===== config.mk =====
export PLATFORM = sky130hd
export DESIGN_NAME = controle_mult_escalar
export DESIGN_NICKNAME = d
export VERILOG_FILES = /design/src/rtl/pkg_matriz.sv /design/src/rtl/mult_elemento.sv /design/src/rtl/controle_mult_escalar.sv
export SDC_FILE = /design/constraint.sdc
export NUM_CORES = 1
export LEC_CHECK = 0
export CAP_MARGIN = 10
export CORE_ASPECT_RATIO = 1.75
export CORE_MARGIN = 2
export CORE_UTILIZATION = 47
export DETAILED_ROUTE_END_ITERATION = 12
export GPL_ROUTABILITY_DRIVEN = 0
export PLACE_DENSITY = 0.77
export SETUP_SLACK_MARGIN = 0.15
export SLEW_MARGIN = 20
export SYNTH_ARGS = -nofsm -noshare
export SYNTH_HDL_FRONTEND = slang
export SYNTH_SLANG_ARGS = --single-unit

===== constraint.sdc =====
create_clock -name clk -period 6.25 [get_ports clk]
set_input_delay 1.25 -clock clk [delete_from_list [all_inputs] [get_ports clk]]
set_output_delay 1.25 -clock clk [all_outputs]
set_load 0.05 [all_outputs]

===== src/rtl/pkg_matriz.sv =====
// Shared constants and FSM encoding for the scalar-by-matrix controllers.
// Sibling matrix controllers import this package so they agree on geometry.
package pkg_matriz;

   localparam int MAT_DIM = 5;
   localparam int MAT_W   = 8;
   localparam int MAT_N   = MAT_DIM * MAT_DIM;

   typedef enum logic [1:0] {
      IDLE = 2'd0,
      RUN  = 2'd1,
      FIM  = 2'd2
   } estado_t;

endpackage


===== src/rtl/mult_elemento.sv =====
// One signed W x W multiply step: truncated W-bit product plus a flag that
// is set when the full product does not fit in signed W bits.
module mult_elemento
   import pkg_matriz::*;
#(
   parameter int W = MAT_W
) (
   input  logic signed [W-1:0] a,
   input  logic signed [W-1:0] b,
   output logic        [W-1:0] produto,
   output logic                overflow
);

   logic signed [2*W-1:0] cheio;

   always_comb begin
      cheio    = a * b;
      produto  = cheio[W-1:0];
      // The product fits only if the top W+1 bits are all copies of the sign.
      overflow = (cheio[2*W-1:W-1] != {(W+1){cheio[W-1]}});
   end

endmodule


===== src/rtl/controle_mult_escalar.sv =====
// Multiplies a captured DIM x DIM signed matrix by a captured signed scalar,
// one element per cycle through a single shared multiplier.
module controle_mult_escalar
   import pkg_matriz::*;
#(
   parameter int DIM = MAT_DIM,
   parameter int W   = MAT_W
) (
   input  logic                    clk,
   input  logic                    rst_n,
   input  logic                    start,
   input  logic [DIM*DIM*W-1:0]    matriz_A,
   input  logic signed [W-1:0]     num_inteiro,
   output logic                    busy,
   output logic                    done,
   output logic [DIM*DIM*W-1:0]    nova_matriz_A,
   output logic                    overflow
);

   localparam int N  = DIM * DIM;
   localparam int IW = (N > 1) ? $clog2(N) : 1;

   estado_t              estado;
   logic [IW-1:0]        idx;
   logic [N*W-1:0]       cap_a;
   logic signed [W-1:0]  cap_s;
   logic signed [W-1:0]  elem_a;
   logic [W-1:0]         prod;
   logic                 prod_ovf;

   // idx stays in 0..N-1 in every state, so this select never leaves cap_a.
   assign elem_a = cap_a[idx*W +: W];

   mult_elemento #(.W(W)) u_mult (
      .a        (elem_a),
      .b        (cap_s),
      .produto  (prod),
      .overflow (prod_ovf)
   );

   always_ff @(posedge clk or negedge rst_n) begin
      if (!rst_n) begin
         estado        <= IDLE;
         idx           <= '0;
         cap_a         <= '0;
         cap_s         <= '0;
         busy          <= 1'b0;
         done          <= 1'b0;
         overflow      <= 1'b0;
         nova_matriz_A <= '0;
      end else begin
         case (estado)
            IDLE: begin
               done <= 1'b0;
               if (start) begin
                  cap_a         <= matriz_A;
                  cap_s         <= num_inteiro;
                  nova_matriz_A <= '0;
                  overflow      <= 1'b0;
                  idx           <= '0;
                  busy          <= 1'b1;
                  estado        <= RUN;
               end
            end
            RUN: begin
               nova_matriz_A[idx*W +: W] <= prod;
               if (prod_ovf) begin
                  overflow <= 1'b1;
               end
               if (idx == IW'(N - 1)) begin
                  busy   <= 1'b0;
                  done   <= 1'b1;
                  estado <= FIM;
               end else begin
                  idx <= idx + 1'b1;
               end
            end
            FIM: begin
               // A start seen on this edge is dropped on purpose.
               done   <= 1'b0;
               estado <= IDLE;
            end
            default: begin
               busy   <= 1'b0;
               done   <= 1'b0;
               estado <= IDLE;
            end
         endcase
      end
   end

endmodule


==> Word level (Yosys, flattened, before mapping) <==
Index checks and enable logic that the tools add are counted.
{ "classes": {"bitwise_logic": 1, "add_sub_neg": 2, "n_eq_ne": 8, "n_reduce_logical": 8, "mul": 1, "n_mux": 17, "shifts": 3} }
{ "ops": {"columns": ["cell", "count"], "rows": [
  ["$pmux W200 S2", 1],
  ["$bwmux W200", 1],
  ["$mux W200", 1],
  ["$shift A8 B34 Y200 const A", 1],
  ["$shiftx A200 B9 Y8", 1],
  ["$shiftx A8 B34 Y200", 1],
  ["$neg A8 Y34", 1],
  ["$mul A8 B8 Y16", 1],
  ["$mux W5", 2],
  ["$pmux W5 S2", 1],
  ["$reduce_and A3 Y1", 3],
  ["$ne A2 B2 Y1 const B", 4],
  ["$ne A8 B8 Y1", 1],
  ["$mux W1", 6],
  ["$reduce_and A2 Y1", 3],
  ["$add A5 B1 Y5 const B", 1],
  ["$eq A5 B5 Y1 const B", 1],
  ["$mux W2", 2],
  ["$pmux W2 S2", 1],
  ["$pmux W1 S3", 1],
  ["$eq A2 B1 Y1 const B", 1],
  ["$eq A2 B2 Y1 const B", 1],
  ["$logic_not A2 Y1", 1],
  ["$pmux W1 S2", 1],
  ["2 further kinds", 2]
]} }
{ "word_totals": {"regBits": 418, "word_cells": 48, "input_bits": 211} }

==> Depth between registers and ports, before layout <==
Gate-level depths: netlist of run 1.
{ "logic_depth": {"word_depth": 5, "ltp_mapped": 26} }

==> Modules after synthesis <==
Synthesis of run 1 repeated with hierarchy kept, for this count alone.
{ "hier_totals": {"hier_cells": 2111, "hier_area_um2": 20978.9} }
{ "modules_own_cells": {"columns": ["module", "instances", "cells_per_inst", "area_per_inst_um2"], "rows": [
  ["controle_mult_escalar", 1, 1837, 18521.5],
  ["mult_elemento", 1, 274, 2457.4]
]} }

==> Least setup slack after synthesis of run 1 <==
No wires, ideal clock.
{ "synth_path": {"path_type": "register to register", "from": "register idx[0]", "to": "register overflow", "setup_ps": 130, "n_path_buf": 4, "t_arrival_ps": 6111, "slack_ps": 9, "stages_incl_launch_ff": 25, "required_ps": 6120, "path_cell_list": "dfrtp_1 buf_6 buf_8 buf_6 buf_4 mux4_2 a22oi_1 o2bb2ai_1 mux2i_4 nand2b_1 inv_1 fa_1 inv_1 fa_1 fa_1 fa_1 inv_1 ha_1 inv_1 a2111o_1 nand2_1 a21oi_1 or4_1 a32oi_1 o31ai_1"} }
{ "synth_between": {"elab_chain_len": 5} }
{ "synth_lines": {"columns": ["element", "line_no", "text"], "rows": [
  ["start: declaration", "controle_mult_escalar.sv:24", "logic [IW-1:0] idx;"],
  ["start signal: assignment", "controle_mult_escalar.sv:75", "idx <= idx + 1'b1;"],
  ["$shiftx A200 B9 Y8", "controle_mult_escalar.sv:32", "assign elem_a = cap_a[idx*W +: W];"],
  ["$mul A8 B8 Y16", "mult_elemento.sv:17", "cheio = a * b;"],
  ["$ne A8 B8 Y1", "mult_elemento.sv:20", "overflow = (cheio[2*W-1:W-1] != {(W+1){cheio[W-1]}});"],
  ["$ne A2 B2 Y1 (no source line)", null, null],
  ["$reduce_and A3 Y1 (no source line)", null, null],
  ["end signal: assignment", "controle_mult_escalar.sv:49", "overflow <= 1'b0;"],
  ["end signal: assignment", "controle_mult_escalar.sv:59", "overflow <= 1'b0;"],
  ["end signal: assignment", "controle_mult_escalar.sv:68", "overflow <= 1'b1;"],
  ["end: declaration", "controle_mult_escalar.sv:17", "output logic overflow"]
]} }
No other way between the ends.
A chain may end at the register's enable or synchronous reset.

==> Worst setup path after layout of run 1 <==
Same ends and word-level chain as after synthesis.

==> out/metrics.cfg, run 1 <==
[drt]
via_per_inst = 5.475
wl_per_cell_um = 20.32
antenna_left = 0
first_pass_iters = 8
drt_iter0_drc = 1293
routed_wl_um = 62700
vias = 16890
drcViolationCount = 0

[worst_setup_path]
start_kind = flop
r2r-start = idx[0]
crit_fanout = 5
arrival_ps = 6720
startpoint = idx[0]
crit_type = flop to flop
cp.required_ps = 6660
worstSetupEndpointType = flop

[clock_tree]
cts_root_buffer = clkbuf_16
htreeDepth = 2
clkLatencyLatePin_ps = 540
numCtsBuffers = 38
cts_tree = yes
cts_num_sinks = 418
path_clk_slew_ps = 70
cts_max_path_buffers = 3
cts-hold-fix-buffers = 0

[synthesis]
yosys_warnings = 0
synth_edf_count = 0
async_reset_ff_share_pct = 100.0
synth_fp_nets = 2415
yosys-top-cells-area = dfrtp_1 (50%), nand2_1 (14%), mux4_2 (5.3%)
ys_seq_elements = 418
avgSynthCellArea_um2 = 9.815
ys_seq_area_share_pct = 50.34
synth_top_area_share_pct = 50.34
yosysTopAreaCell = dfrtp_1
yosysUniqueCellTypes = 62
syn_inst = 2117
synth_area_um2 = 20780
synth_ff_type = dfrtp_1

[die]
die_w_um = 162.9
io_pins = 414
dieArea_um2 = 45970
die_y_um = 282.2
row_count = 101
start_util_pct = 47.80
core_um2 = 43470

[timing]
skew_ps = 13.79
max_freq_mhz = 158.4
relSlewSlack_pct = 25.54
hold_viol_final = 0
period_needed_ps = 6314
setup_violations = 1
period_share_pct = 101.0
setup_slack_ps = -64.40
drv_slew = 0
rsz0062_at_grt = yes
tightest_slew_ps = 1111

[grt]
grt_pass1_vias = 17570
grt_pass1_wl_um = 96880
antenna_found_initial = 1
grt_overflow = 0
track_usage_pct = 27.50
grt_max_degree = 173

[cells_and_area]
final_util_pct = 62.05
drive_gt1_share_pct = 8.419
layout_common_cells = nand2_1 (771), dfrtp_1 (416), clkdlybuf4s50_1 (412)
final_common_cell = nand2_1
fin_nets = 2787
area_growth_pct = 29.82

[placement]
dpl.hpwl_um = 47240
preCtsSetupSlack_ps = -116.2
io_buffer_count = 413

[run_status]
violations = negative setup slack
status = complete, but fails checks

[hold_path]
min_path_type = flop to flop
hold_start = cap_a[144]

[run]
cap_violations = 0

[worst max-delay path, stage by stage, from the launching register on]
cell and delay (ps):
dfrtp_4 420, buf_12 130, mux4_1 640, mux4_2 510, mux2i_4 170, nand2b_1 170, inv_1 110, fa_1 540
inv_1 50, fa_1 460, fa_1 520, fa_1 560, inv_1 40, ha_1 350, nand2_1 110, a2111o_1 390
buf_4 160, and3_1 180, nor4_2 190, a221oi_2 80, nor4b_2 280, o31ai_1 90
[registers in the layout (all words and copies together) (netlist names)]
name,cells
overflow,1
nova_matriz_A,200
cap_s,8
cap_a,200
idx,5
estado,2
done,1
busy,1
[synth_stat cells (13+ instances only)]
master       n
o31ai_1     13
dfrtp_1    418
nand2b_1    28
clkbuf_1    84
mux2i_1     53
nor2b_1     38
nand2_1    773
buf_2       21
ha_1        32
nor2_1      27
fa_1        55
inv_1       85
mux4_2      49
nand3_1    140
o21ai_0    120
xnor2_1     14
o2bb2ai_1   24
[what timing repair did]
| action | CTS | global route |
|---|---|---|
| setup endpoints to repair | 25 | 25 |
| endpoints found under the hold margin | 0 | 0 |
| gates resized for setup | 14 | 9 |
| setup buffers | 4 | 0 |
| pin swaps | 0 | 2 |
[cell type report]
type | count | area (µm²)
clock buffers | 55 | 1126
inverters | 87 | 326.6
well taps | 566 | 708.2
multi-input cells | 1487 | 9578
flip-flops and latches | 418 | 10470
repair buffers | 457 | 4607
diodes | 1 | 2.502
fillers | 3495 | 16500
clock inverters | 14 | 158.9
[metal layers]
| metal | vias up | share of wire, % | global-route usage, % |
|---|---|---|---|
| met1 | 8249 | 34 | 29.53 |
| met4 | 0 | 7.9 | 19.54 |
| met2 | 725 | 53 | 49.84 |
| met5 | - | 0 | 0 |
| met3 | 209 | 5.1 | 3.211 |
| li1 | 7707 | - | - |
[final timing paths]
path,end,slack [ps],cells past startpoint
setup / recovery,overflow,-60,21
hold / removal,cap_a[144],470,2
setup reg to reg,overflow,-60,21
hold reg to reg,cap_a[144],470,2
max in group asynchronous,nova_matriz_A[117],4150,2
min in group asynchronous,cap_a[177],720,1
[metrics by stage]
stage          cell area [µm²]  TNS, ps  cells  hold slack, ps
6_report                 26970   -64.40   3085           472.1
5_1_grt                  26970   -308.9   3085           498.4
4_1_cts                  26900   -23.70   3083           474.1
3_5_place_dp             25500   -256.4   3010           458.6
3_3_place_gp             25500        0   3010           451.3
2_1_floorplan            20790        0   2117           437.3
[kinds of logic (layout without fill, tap and decap cells)]
family	after synthesis	after routing	synth area share (%)
adder cells (fa/ha/maj)	87	87	7.226
flip-flops	418	418	50.34
multiplexers	118	118	9.671
other	0	1	0
AND/OR/NAND/NOR	1062	1062	21.77
AO/OA/AOI/OAI	202	202	5.991
XOR/XNOR	18	18	0.7587
buffers and inverters	212	613	4.245
Power of run 1 is not shown: default switching activity piles up to over one toggle a cycle in this logic, so the estimate is an artifact.
==> run 2: changes to the inputs <==
- CORE_MARGIN: 2 -> 5
- CTS_CLUSTER_SIZE: unset -> 8
==> out/metrics.cfg, run 2 (synthesis gave the netlist of run 1 again) <==
[worst_setup_path]
crit_type = flop to flop  ; unchanged
r2r_end = overflow  ; unchanged
worstSetupEndpointType = flop  ; unchanged
r2r_cells = 21  ; unchanged
crit_fanout = 6  ; was 5
cp.required_ps = 6730  ; was 6660 ps
reg2reg_slack_ps = -3  ; was -60 ps
start_kind = flop  ; unchanged
r2r-start = idx[0]  ; unchanged
arrival_ps = 6740  ; was 6720 ps

[drt]
routed_wl_um = 66240  ; was 62,700 µm
drt_iter0_drc = 1530  ; was 1,293
first_pass_iters = 7  ; was 8
via_per_inst = 5.553  ; was 5.475
vias = 17270  ; was 16,890
drcViolationCount = 0  ; unchanged
wl_per_cell_um = 21.30  ; was 20.32 µm
antenna_left = 0  ; unchanged

[placement]
dpl.hpwl_um = 48780  ; was 47,240 µm
preCtsSetupSlack_ps = -270.0  ; was -116.2 ps
placed_cell_area_um2 = 25470  ; was 25,500 µm²
io_buffer_count = 413  ; unchanged

[clock_tree]
cts_max_path_buffers = 3  ; unchanged
numCtsBuffers = 58  ; was 38
cts_root_buffer = clkbuf_16  ; unchanged
htreeDepth = 2  ; unchanged
cts_num_sinks = 418  ; unchanged
path_clk_slew_ps = 60  ; was 70 ps
cts-hold-fix-buffers = 0  ; unchanged
clkLatencyLatePin_ps = 610  ; was 540 ps
cts_tree = yes  ; unchanged

[timing]
relSlewSlack_pct = 17.08  ; was 25.54%
tightest_slew_ps = 1244  ; was 1111 ps
max_freq_mhz = 159.9  ; was 158.4 MHz
drv_slew = 0  ; unchanged
period_needed_ps = 6253  ; was 6314 ps
rsz0062_at_grt = yes  ; unchanged
setup_slack_ps = -2.811  ; was -64.40 ps
hold_viol_final = 0  ; unchanged
period_share_pct = 100.0  ; was 101.0%
skew_ps = 30.37  ; was 13.79 ps
hold_ws_ps = 470.7  ; was 472.1 ps
setup_violations = 1  ; unchanged

[hold_path]
hold_start = cap_a[159]  ; was cap_a[144]
worstHoldEndpoint = cap_a[159]  ; was cap_a[144]
min_path_type = flop to flop  ; unchanged
whs_path_depth = 2  ; unchanged

[cells_and_area]
biggestRegsByFlops = cap_a: 200 flops, nova_matriz_A: 200 flops, cap_s: 8 flops  ; unchanged
antenna_cells = 0  ; was 1
final_common_cell = nand2_1  ; unchanged
multi_input_area_um2 = 9722  ; was 9578 µm²
seqCellArea_um2 = 10470  ; about the same
fin_nets = 2831  ; was 2,787
drive_gt1_share_pct = 10.32  ; was 8.419%
postLayoutCellArea_um2 = 27550  ; was 26,970 µm²
nFillCells = 3482  ; was 3,495
final_util_pct = 62.57  ; was 62.05%
area_growth_pct = 32.58  ; was 29.82%
layout_common_cells = nand2_1 (771), dfrtp_1 (416), clkdlybuf4s50_1 (412)  ; unchanged

[die]
die_y_um = 288.2  ; was 282.2 µm
die_w_um = 168.9  ; was 162.9 µm
io_pins = 414  ; unchanged
start_util_pct = 47.19  ; was 47.80%
row_count = 102  ; was 101
core_um2 = 44030  ; was 43,470 µm²
dieArea_um2 = 48680  ; was 45,970 µm²

[grt]
grt_pass1_wl_um = 101400  ; was 96,880 µm
grt_overflow = 0  ; unchanged
grt_pass1_vias = 18280  ; was 17,570
antenna_found_initial = 0  ; was 1
grt_max_degree = 231  ; was 173
track_usage_pct = 26.68  ; was 27.50%

[run_status]
violations = negative setup slack  ; unchanged
status = complete, but fails checks  ; unchanged

[run]
cap_violations = 0  ; unchanged

==> run 2: timing repair <==
item	CTS	global route
buffers inserted	15	17
pin swaps	3	27
endpoints found under the setup margin	1	20
resized for setup	19	41
==> run 2: routing by layer <==
| metal | GRT usage, % | part of all wire, % | wire length (µm) |
|---|---|---|---|
| met4 | 18.13 | 8.1 | 5363 |
| met1 | 28.48 | 33 | 22110 |
| met3 | 3.383 | 5.3 | 3492 |
| met2 | 48.65 | 53 | 35270 |
| met5 | 0 | 0 | 0 |
==> run 2: worst max path at each step <==
| stage | start | to | slack [ps] | depth (start not counted) |
|---|---|---|---|---|
| detailed placement | idx[0] | overflow | -270 | 19 |
| CTS | idx[0] | overflow | -6 | 21 |
| global route | idx[0] | overflow | -150 | 21 |
| floorplan | idx[0] | overflow | 150 | 24 |
| finish | idx[0] | overflow | -3 | 21 |
| global placement | idx[0] | overflow | 6 | 18 |
==> run 2: critical path, stage by stage, from the launching register on <==
cell	delay (ps)
dfrtp_4	490
buf_6	130
mux4_2	530
mux4_2	520
mux2i_4	210
nand2b_4	190
inv_4	50
fa_2	580
inv_2	60
fa_1	550
fa_1	430
fa_1	500
inv_2	40
ha_4	300
inv_2	40
a2111o_1	440
buf_6	150
and3_4	170
nor4_4	320
a221oi_2	90
nor4b_4	240
o31ai_1	100
==> run 2: cell type report <==
| cell class | count | area share [%] |
|---|---|---|
| Sequential cell | 418 | 37.99 |
| Multi-Input combinational cell | 1487 | 35.29 |
| Timing Repair Buffer | 481 | 17.38 |
| Clock buffer | 61 | 5.309 |
| Tap cell | 572 | 2.598 |
| Inverter | 87 | 1.194 |
| Clock inverter | 4 | 0.2407 |
==> run 2: metrics by stage <==
| stage | TNS, ps | cells |
|---|---|---|
| 2_1_floorplan | 0 | 2117 |
| 3_3_place_gp | 0 | 3013 |
| 3_5_place_dp | -270.0 | 3013 |
| 4_1_cts | -6.069 | 3093 |
| 5_1_grt | -151.1 | 3110 |
| 6_report | -2.811 | 3110 |
Power of run 2 is left out for the same reason.
==> run 3: changes to the inputs <==
- CTS_CLUSTER_DIAMETER: unset -> 100
==> out/metrics.cfg, run 3 (synthesis gave the netlist of run 1 again) <==
[cells_and_area]
antenna_cells = 0  ; unchanged
final_common_cell = nand2_1  ; unchanged
biggestRegsByFlops = cap_a: 200 flops, nova_matriz_A: 200 flops, cap_s: 8 flops  ; unchanged
drive_gt1_share_pct = 11.45  ; was 10.32%
finalNonFillerCells = 3122  ; was 3,110
fin_nets = 2844  ; was 2,831
postLayoutCellArea_um2 = 27820  ; was 27,550 µm²
area_growth_pct = 33.90  ; was 32.58%
layout_common_cells = nand2_1 (769), dfrtp_1 (416), clkdlybuf4s50_1 (412)  ; was nand2_1 (771), dfrtp_1 (416), clkdlybuf4s50_1 (412)

[worst_setup_path]
start_kind = flop  ; unchanged
startpoint = idx[0]  ; unchanged
crit_fanout = 8  ; was 6
cp.required_ps = 6730  ; about the same
critical_path.cell_chain = buf_12 > buf_6 > buf_16 > mux4_2 > mux4_2 > mux2i_4 > buf_4 > nor2b_2 > fa_2 > inv_1 > fa_2 > fa_1 > fa_1 > inv_1 > ha_4 > a21o_1 > nand2_1 > a31oi_4 > mux2_2 > o2111ai_1 > nor4b_2 > o31ai_1  ; was buf_6 > mux4_2 > mux4_2 > mux2i_4 > nand2b_4 > inv_4 > fa_2 > inv_2 > fa_1 > fa_1 > fa_1 > inv_2 > ha_4 > inv_2 > a2111o_1 > buf_6 > and3_4 > nor4_4 > a221oi_2 > nor4b_4 > o31ai_1
r2r-start = idx[0]  ; unchanged
r2r_end = overflow  ; unchanged
r2r_cells = 22  ; was 21
arrival_ps = 6840  ; was 6740 ps
cpPeakStageDelay_ps = 560  ; was 580 ps
worstSetupEndpointType = flop  ; unchanged
critPathSlowestCell = fa_2  ; unchanged
worstSetupEndpoint = overflow  ; unchanged
crit_type = flop to flop  ; unchanged
reg2reg_slack_ps = -110  ; was -3 ps

[clock_tree]
cts_max_path_buffers = 3  ; unchanged
path_clk_slew_ps = 60  ; about the same
cts_tree = yes  ; unchanged
htreeDepth = 2  ; unchanged
numCtsBuffers = 58  ; unchanged
cts_num_sinks = 418  ; unchanged
cts_root_buffer = clkbuf_16  ; unchanged
clkLatencyLatePin_ps = 610  ; about the same
cts-hold-fix-buffers = 0  ; unchanged

[die]
row_count = 102  ; unchanged
start_util_pct = 47.19  ; unchanged
dieArea_um2 = 48680  ; unchanged
core_um2 = 44030  ; unchanged
die_y_um = 288.2  ; unchanged
die_w_um = 168.9  ; unchanged
io_pins = 414  ; unchanged

[run_status]
violations = negative setup slack  ; unchanged
status = complete, but fails checks  ; unchanged

[grt]
grt_max_degree = 231  ; unchanged
track_usage_pct = 27.30  ; was 26.68%
grt_overflow = 0  ; unchanged
antenna_found_initial = 0  ; unchanged
grt_pass1_vias = 18600  ; was 18,280
grt_pass1_wl_um = 103600  ; was 101,400 µm

[drt]
drcViolationCount = 0  ; unchanged
antenna_left = 0  ; unchanged
routed_wl_um = 67440  ; was 66,240 µm
drt_iter0_drc = 1574  ; was 1,530
vias = 17310  ; was 17,270
via_per_inst = 5.544  ; was 5.553
wl_per_cell_um = 21.60  ; was 21.30 µm
first_pass_iters = 5  ; was 7

[timing]
rsz0062_at_grt = yes  ; unchanged
tightest_slew_ps = 1135  ; was 1244 ps
max_freq_mhz = 157.3  ; was 159.9 MHz
setup_slack_ps = -105.8  ; was -2.811 ps
period_share_pct = 101.7  ; was 100.0%
relSlewSlack_pct = 24.03  ; was 17.08%
drv_slew = 0  ; unchanged
setup_violations = 1  ; unchanged
skew_ps = 30.27  ; was 30.37 ps
setup_tns_ps = -105.8  ; was -2.811 ps
hold_viol_final = 0  ; unchanged
period_needed_ps = 6356  ; was 6253 ps

[hold_path]
min_path_type = flop to flop  ; unchanged

[run]
cap_violations = 0  ; unchanged

[placement]
placed_cells = 3013  ; unchanged
placed_cell_area_um2 = 25470  ; unchanged
io_buffer_count = 413  ; unchanged
dpl.hpwl_um = 48780  ; unchanged

-- run 3: per-layer routing --
metal  track usage, %  routed length (µm)
met1            28.86               22680
met5                0                   0
met3            3.369                3491
met4            19.15                5440
met2            49.84               35830
-- run 3: final cells by class --
type                       count  area [µm²]
inverter                      87       329.1
tap                          572       715.7
clock inverter                 4       67.56
clock buffer                  60        1459
sequential                   418       10470
multi-input combinational   1487        9823
fill                        3427       16210
timing repair buffer         494        4962
-- run 3: worst min path at each step --
stage / start / endpoint / slack, ps / cells after the start
after detailed placement: cap_a[186] / cap_a[186] / 460 / 2
after global routing: cap_a[184] / cap_a[184] / 490 / 2
final: cap_a[159] / cap_a[159] / 470 / 2
after CTS: cap_a[186] / cap_a[186] / 470 / 2
after floorplan: cap_a[104] / cap_a[104] / 440 / 2
after global placement: cap_a[87] / cap_a[87] / 450 / 2
-- run 3: what timing repair did --
action	CTS	global route
resized for setup	79	19
pin swaps	38	27
setup buffers	34	9
endpoints found under the setup margin	1	22
cloned	2	0
-- run 3: worst max-delay path, delay by kind of cell (launching register included) --
| family | cells | cell delay [ps] |
|---|---|---|
| compound gates | 4 | 710 |
| fa+ha+maj | 5 | 2280 |
| buf+inv | 6 | 690 |
| flops | 1 | 490 |
| mux | 4 | 1540 |
| simple gates | 3 | 490 |
-- run 3: through the flow --
stage | setup WS [ps] | hold slack (ps) | utilization [%]
floorplan | 154.7 | 437.3 | -
global placement | 5.909 | 452.3 | 57.82
detailed placement | -270.0 | 457.0 | 57.84
CTS | 16.26 | 470.2 | 62.88
global route | -296.6 | 486.3 | 63.19
finish | -105.8 | 468.6 | 63.19
Power of run 3 is left out for the same reason.
